==> src/rtl/cook_sequencer.sv <==
// Microwave cook controller: keypad preset entry, timer load/gating, magnetron enable, done flag.
// Optional done beeper is built only when COOK_BEEP_EN is defined.
module cook_sequencer #(
  parameter int BEEP_TICKS = 3
) (
  input  logic       clk,
  input  logic       clrn,
  input  logic       tick_1hz,
  input  logic       digit_valid,
  input  logic [3:0] digit,
  input  logic       start,
  input  logic       stop,
  input  logic       clear,
  input  logic       door_closed,
  input  logic       timer_zero,
  output logic [3:0] ld_min,
  output logic [3:0] ld_tens,
  output logic [3:0] ld_ones,
  output logic       load,
  output logic       count_en,
  output logic       mag_on,
  output logic       entry_err,
  output logic       done,
  output logic       beep
);

  typedef enum logic [2:0] {
    IDLE  = 3'd0,
    ENTRY = 3'd1,
    LOAD  = 3'd2,
    COOK  = 3'd3,
    PAUSE = 3'd4,
    DONE  = 3'd5
  } state_t;

  state_t     state_q, state_d;
  logic [3:0] min_q, min_d;
  logic [3:0] tens_q, tens_d;
  logic [3:0] ones_q, ones_d;
  logic [1:0] cnt_q, cnt_d;
  logic       mag_on_q, mag_on_d;
  logic       done_q, done_d;
  logic       entry_err_q, entry_err_d;
  logic       digit_ok;
  logic       buf_zero;

  // In DONE the buffer is wiped before the digit lands, so the count limit does not apply.
  assign digit_ok = digit_valid && (digit <= 4'd9) && ((state_q == DONE) || (cnt_q < 2'd3));
  assign buf_zero = ({min_q, tens_q, ones_q} == 12'd0);

  always_comb begin
    state_d     = state_q;
    min_d       = min_q;
    tens_d      = tens_q;
    ones_d      = ones_q;
    cnt_d       = cnt_q;
    entry_err_d = 1'b0;

    case (state_q)
      IDLE: begin
        if (digit_ok) begin
          min_d   = tens_q;
          tens_d  = ones_q;
          ones_d  = digit;
          cnt_d   = cnt_q + 2'd1;
          state_d = ENTRY;
        end
      end
      ENTRY: begin
        if (start) begin
          if (door_closed && !buf_zero) begin
            if (tens_q > 4'd5) entry_err_d = 1'b1;
            else               state_d     = LOAD;
          end
        end else if (digit_ok) begin
          min_d  = tens_q;
          tens_d = ones_q;
          ones_d = digit;
          cnt_d  = cnt_q + 2'd1;
        end
      end
      LOAD: begin
        state_d = COOK;
      end
      COOK: begin
        if (!door_closed || stop) state_d = PAUSE;
        else if (timer_zero)      state_d = DONE;
      end
      PAUSE: begin
        if (stop) begin
          state_d = IDLE;
          min_d   = 4'd0;
          tens_d  = 4'd0;
          ones_d  = 4'd0;
          cnt_d   = 2'd0;
        end else if (start && door_closed) begin
          state_d = COOK;
        end
      end
      DONE: begin
        if (start && door_closed) begin
          state_d = LOAD;
        end else if (digit_ok) begin
          min_d   = 4'd0;
          tens_d  = 4'd0;
          ones_d  = digit;
          cnt_d   = 2'd1;
          state_d = ENTRY;
        end
      end
      default: state_d = IDLE;
    endcase

    // clear outranks every other event, including a same-cycle digit.
    if (clear) begin
      state_d     = IDLE;
      min_d       = 4'd0;
      tens_d      = 4'd0;
      ones_d      = 4'd0;
      cnt_d       = 2'd0;
      entry_err_d = 1'b0;
    end
  end

  assign mag_on_d = (state_d == COOK);
  assign done_d   = (state_d == DONE);

  always_ff @(posedge clk or negedge clrn) begin
    if (!clrn) begin
      state_q     <= IDLE;
      min_q       <= 4'd0;
      tens_q      <= 4'd0;
      ones_q      <= 4'd0;
      cnt_q       <= 2'd0;
      mag_on_q    <= 1'b0;
      done_q      <= 1'b0;
      entry_err_q <= 1'b0;
    end else begin
      state_q     <= state_d;
      min_q       <= min_d;
      tens_q      <= tens_d;
      ones_q      <= ones_d;
      cnt_q       <= cnt_d;
      mag_on_q    <= mag_on_d;
      done_q      <= done_d;
      entry_err_q <= entry_err_d;
    end
  end

  assign ld_min    = min_q;
  assign ld_tens   = tens_q;
  assign ld_ones   = ones_q;
  assign load      = (state_q == LOAD);
  assign count_en  = tick_1hz && (state_q == COOK);
  assign mag_on    = mag_on_q;
  assign done      = done_q;
  assign entry_err = entry_err_q;

`ifdef COOK_BEEP_EN
  localparam logic [3:0] BEEP_LIMIT = 4'(BEEP_TICKS);

  logic       beep_q, beep_d;
  logic [3:0] beep_cnt_q, beep_cnt_d;

  always_comb begin
    beep_d     = beep_q;
    beep_cnt_d = beep_cnt_q;
    if (clear || (state_d != DONE)) begin
      beep_d = 1'b0;
    end else if (state_q != DONE) begin
      beep_d     = 1'b1;
      beep_cnt_d = 4'd0;
    end else if (digit_valid || start) begin
      beep_d = 1'b0;
    end else if (beep_q && tick_1hz) begin
      beep_cnt_d = beep_cnt_q + 4'd1;
      if ((beep_cnt_q + 4'd1) >= BEEP_LIMIT) beep_d = 1'b0;
    end
  end

  always_ff @(posedge clk or negedge clrn) begin
    if (!clrn) begin
      beep_q     <= 1'b0;
      beep_cnt_q <= 4'd0;
    end else begin
      beep_q     <= beep_d;
      beep_cnt_q <= beep_cnt_d;
    end
  end

  assign beep = beep_q;
`else
  logic unused_beep_cfg;
  assign unused_beep_cfg = (BEEP_TICKS == 0);
  assign beep = 1'b0;
`endif

endmodule

==> config.mk <==
export PLATFORM = sky130hd
export DESIGN_NAME = cook_sequencer
export DESIGN_NICKNAME = d
export VERILOG_FILES = /design/src/rtl/cook_sequencer.sv
export SDC_FILE = /design/constraint.sdc
export NUM_CORES = 1
export LEC_CHECK = 0
export CORE_MARGIN = 1.5
export CORE_UTILIZATION = 46
export DETAILED_ROUTE_END_ITERATION = 10
export PLACE_DENSITY = 0.81
export SLEW_MARGIN = 20
export SYNTH_ARGS = -nofsm -noshare
export SYNTH_HDL_FRONTEND = slang
export SYNTH_SLANG_ARGS = --single-unit
==> constraint.sdc <==
create_clock -name clk -period 2.05 [get_ports clk]
set_clock_uncertainty 0.15 [all_clocks]
set_input_delay 0.41 -clock clk [delete_from_list [all_inputs] [get_ports clk]]
set_output_delay 0.41 -clock clk [all_outputs]
set_load 0.02 [all_outputs]
### Yosys cells after proc, flatten, opt, wreduce, memory -nomap -nowiden

Index checks and enable logic that the tools add are counted.

* $add $sub $neg: 1
* order comparisons: 3
* equal/unequal tests: 11
* multiplexer cells: 39
* reductions and logical operators: 14

Operators by type and width (count)
* $mux 4: 13
* $pmux 4 s4: 3
* $mux 3: 10
* $pmux 3 s6: 1
* $logic_not 12->1: 1
* $mux 2: 6
* $ne 3x3->1 const B: 4
* $eq 3x2->1 const B: 3
* $eq 3x3->1 const B: 3
* $pmux 2 s4: 1
* $logic_and 1x1->1: 5
* $mux 1: 5
* $reduce_and 5->1: 1
* $reduce_bool 5->1: 1
* $gt 4x3->1 const B: 1
* $le 4x4->1 const B: 1
* $reduce_and 4->1: 1
* $eq 3x1->1 const B: 1
* $logic_not 3->1: 1
* $add 2x1->2 const B: 1
* $logic_not 1->1: 2
* $logic_or 1x1->1: 2
* $lt 2x2->1 const B: 1

* register bits: 20
* output and inout bits: 18
* logic and storage cells: 76

### Longest topological paths before layout

* depth in word-level cells: 8
* depth in mapped cells: 6
* mapped depth without buffers: 5

### Least setup slack after synthesis

OpenSTA, ideal clock, no wires.

* path type: reg2reg
* from: reg state_q[2]
* to: reg min_q[0], in the netlist ld_min[0]
* data arrival time: 1473 ps
* data required time: 1778 ps
* path slack: 306 ps
* cell stages (with the launch flop): 7
* path buffers: 2
* cell sequence: dfrtp_1 buf_6 nor3b_1 a311oi_2 o21ai_2 buf_6 a32o_1

* word-level cells in the longest chain between the ends: 7

RTL lines
* from (decl): RTL line 36 `state_t state_q, state_d;`
* from (signal assigned): RTL line 139 `state_q <= state_d;`
* $eq 3x3->1: RTL line 48, 59
* $logic_or 1x1->1: RTL line 48 `assign digit_ok = digit_valid && (digit <= 4'd9) && ((state_q == DONE) || (cnt_q < 2'd3));`
* $logic_and 1x1->1: RTL line 48
* $mux 4 (2 in a row)
* $pmux 4 s4: RTL line 59 `case (state_q)`
* $mux 4: RTL line 115 `if (clear) begin`
* to (signal assigned): RTL line 140 `min_q <= min_d;`
* to (decl): RTL line 37 `logic [3:0] min_q, min_d;`

Parallel ways exist; a longest one is shown, timed or not. The select of a mux whose other input is x is not followed.
A chain may end at the register's enable or synchronous reset.

### Final worst setup path

* from: reg state_q[0]
* to: out count_en

* word-level cells in the longest chain between the ends: 2

RTL lines
* $eq 3x2->1: RTL line 154 `assign count_en = tick_1hz && (state_q == COOK);`
* $logic_and 1x1->1: RTL line 154
* to (decl): RTL line 20 `output logic count_en,`

No other way between the ends.

==> results.cfg <==
[synth]
synth_compound_area_share_pct = 26.3
synth_edf_count = 0
synthSimpleGateAreaFrac_pct = 19.9
yosysTopAreaCellShare_pct = 47.2
synth_nets = 115
ys.flop_type = dfrtp_1
asyncSetResetFlopFracSynth_pct = 100
ys_warn_count = 0
yosys.area_share.adder_pct = 1.18
muxShareOfSynthArea_pct = 0
synth_top_family_by_area = compound AO/OA/AOI/OAI gates
ys_seq_area_share_pct = 47.2
syn_area_per_cell_um2 = 10.5
yosys.area.top_type = dfrtp_1
synth_cell_types = 34
synth-xor-area-share_pct = 0
syn-cell-area_um2 = 1060
ys_ff_latch = 20
synth.area.top_cells = dfrtp_1 (47%), a32o_1 (12%), nand2b_1 (3.5%)
syn-instance-count = 101

[power]
power_frac_seq_pct = 46.6
p_int_uw = 690
clock_power_share_pct = 34.7
switching_share_pct = 24.6
p_leak_nw = 0.667
power_density_nw_per_um2 = 614
p_sw_uw = 225
ir_drop_uv = 615
power_frac_comb_pct = 18.7

[place]
port_buffers = 29
preCtsSetupSlack_ns = -0.124
dpl-instance-area_um2 = 1440
dpl.hpwl_mm = 1.87
gp_congestion = 0.837

[global_route]
grt_pass1_wl_mm = 4.37
grt_max_degree = 21
grt_overflow = 0
antenna_found_initial = 0
track_usage_pct = 21.8
grt_pass1_vias = 1029

[final_layout]
fin_util_pct = 68.0
drive_above_1_share_pct = 15.0
final_net_count = 155
antenna_cells = 0
areaGrowthSynthToFinish_pct = 40.4
final_area_um2 = 1490

[critical_path]
start_kind = flip-flop
ff2ff_path_depth = 5
crit_start = state_q[0]
criticalPathCategory = reg -> out
crit_required_ns = 1.49
end_kind = primary output
rrSetupSlack_ns = 0.18
worstSetupEndpoint = count_en
regToRegEndpoint = ld_tens[2]
r2r-start = state_q[2]
arrival_ns = 1.41
crit_path_max_fanout = 12

[worst_hold_path]
hold_path.class = in -> async

[timing]
relSlewSlack_pct = 64.9
fin_ws_ns = 0.0821
hold_violations = 0
rsz0062_at_grt = false
worst_pin_slew_ns = 0.527
setup_viol = 0
max_freq_mhz = 508
fin_crit_ns = 1.97
fin_crit_sh_pct = 96.0
slew_violations = 0

[drt]
wl_per_cell_um = 15.4
vias = 994
routed_via_density = 5.92
drc = 0
ant_nets = 0
drt_iter0_drc = 16
drt_first_pass_iters = 4
wirelength_mm = 2.58

[die]
start_util_pct = 48.4
core_area_um2 = 2190
die_w_um = 51.0
die-height_um = 51.0
die-area_um2 = 2600
io_pins = 31
rows = 17

[flow_run]
maxCapViolations = 0

[clocking]
cts_buffers = 3
cts_buffer_depth = 2
post-cts-setup-buffers = 0
cts_root_buf = clkbuf_4
cts_max_level = 1
clkSlewWorstSetupHoldPaths_ns = 0.12
cts_tree = yes
clock_latency_ns = 0.30
clkSinkCount = 20

[status]
status = completed
[repair_timing]
action / 4_1_cts / 5_1_grt
setup endpoints to repair: 2 / 1
pin swaps: 0 / 0
hold buffers: 0 / 0
resized for setup: 2 / 1
[synthesized netlist by cell type (2+ instances only)]
cell type,instances
a211oi_1,3
a21o_1,2
a21oi_1,3
a32o_1,13
and3_1,3
buf_6,2
clkbuf_1,3
dfrtp_1,20
inv_1,2
nand2_1,4
nand2b_1,6
nand3_1,2
nor2_1,6
nor2b_1,3
nor3_1,4
nor3b_1,3
nor4_1,4
o21ai_0,2
[flip-flops by register name (all words and copies together), names as in the netlist]
register / flops
done: 1
entry_err: 1
mag_on: 1
ld_min: 4
cnt_q: 2
ld_ones: 4
ld_tens: 4
state_q: 3
[area by class of cell]
| type | count | area [um2] |
|---|---|---|
| inverter | 2 | 7.51 |
| multi-input combinational | 72 | 509 |
| timing repair buffer | 42 | 385 |
| clock inverter | 1 | 30.0 |
| tap | 28 | 35.0 |
| sequential | 20 | 500 |
| fill | 179 | 701 |
| clock buffer | 3 | 22.5 |
[cells by family (layout without fill, tap and decap cells)]
group	after synthesis	after routing
simple gates	38	38
compound gates	32	32
flops	20	20
buf+inv	9	48
fa+ha+maj	1	1
other cells	1	1
[through the flow]
step / power, mW / setup TNS (ns) / cells / hold slack [ns]
floorplan: 0.519 / 0 / 101 / -0.0356
CTS: 0.920 / 0 / 168 / 0.295
global route: 0.955 / 0 / 168 / 0.295
global placement: 0.599 / -1.16 / 164 / 0.372
finish: 0.915 / 0 / 168 / 0.286
detailed placement: 0.603 / -1.62 / 164 / 0.378
[critical path: stages (launching register included)]
cell and delay [ns]:
dfrtp_1 0.58, and3_1 0.21, dlygate4sd2_1 0.32
[power by group through the flow]
stage          clock network (mW)  registers [mW]  logic, mW
2_1_floorplan                   0           0.437     0.0817
3_3_place_gp                    0           0.433      0.166
3_5_place_dp                    0           0.434      0.169
4_1_cts                     0.323           0.426      0.170
5_1_grt                     0.341           0.429      0.185
6_report                    0.318           0.427      0.171
[layer usage]
| layer | vias to the layer above | share of wire, % | GRT usage, % |
|---|---|---|---|
| met5 | - | 0 | 0 |
| met4 | 0 | 0.39 | 7.21 |
| met3 | 2 | 4.7 | 4.97 |
| met2 | 32 | 48 | 36.4 |
| met1 | 490 | 47 | 27.8 |
| li1 | 470 | - | - |
[placed cells by master (no fill, tap or decap), types with 2 or more instances in the layout]
| master | count |
|---|---|
| clkdlybuf4s50_1 | 27 |
| dfrtp_1 | 20 |
| a32o_1 | 13 |
| buf_4 | 13 |
| nand2b_1 | 6 |
| nor2_1 | 6 |
| nand2_1 | 4 |
| nor4_1 | 4 |
| nor3_1 | 4 |
| a21oi_1 | 3 |
| a211oi_1 | 3 |
| and3_1 | 3 |
| nor3b_1 | 3 |
| clkbuf_4 | 3 |
| inv_1 | 2 |
| o21ai_0 | 2 |
| a21o_1 | 2 |
| nor2b_1 | 2 |
| nand3_1 | 2 |
| dlygate4sd2_1 | 2 |
[worst min path at each step]
stage | slack (ns) | cells after the start | end | start
finish | 0.29 | 2 | state_q[2] | clrn
global route | 0.30 | 2 | state_q[2] | clrn
CTS | 0.30 | 2 | state_q[2] | clrn
detailed placement | 0.38 | 1 | cnt_q[1] | cnt_q[1]
global placement | 0.37 | 1 | cnt_q[1] | cnt_q[1]
floorplan | -0.04 | 0 | cnt_q[0] | clrn
Note: power is estimated with default switching activity, not from simulation.
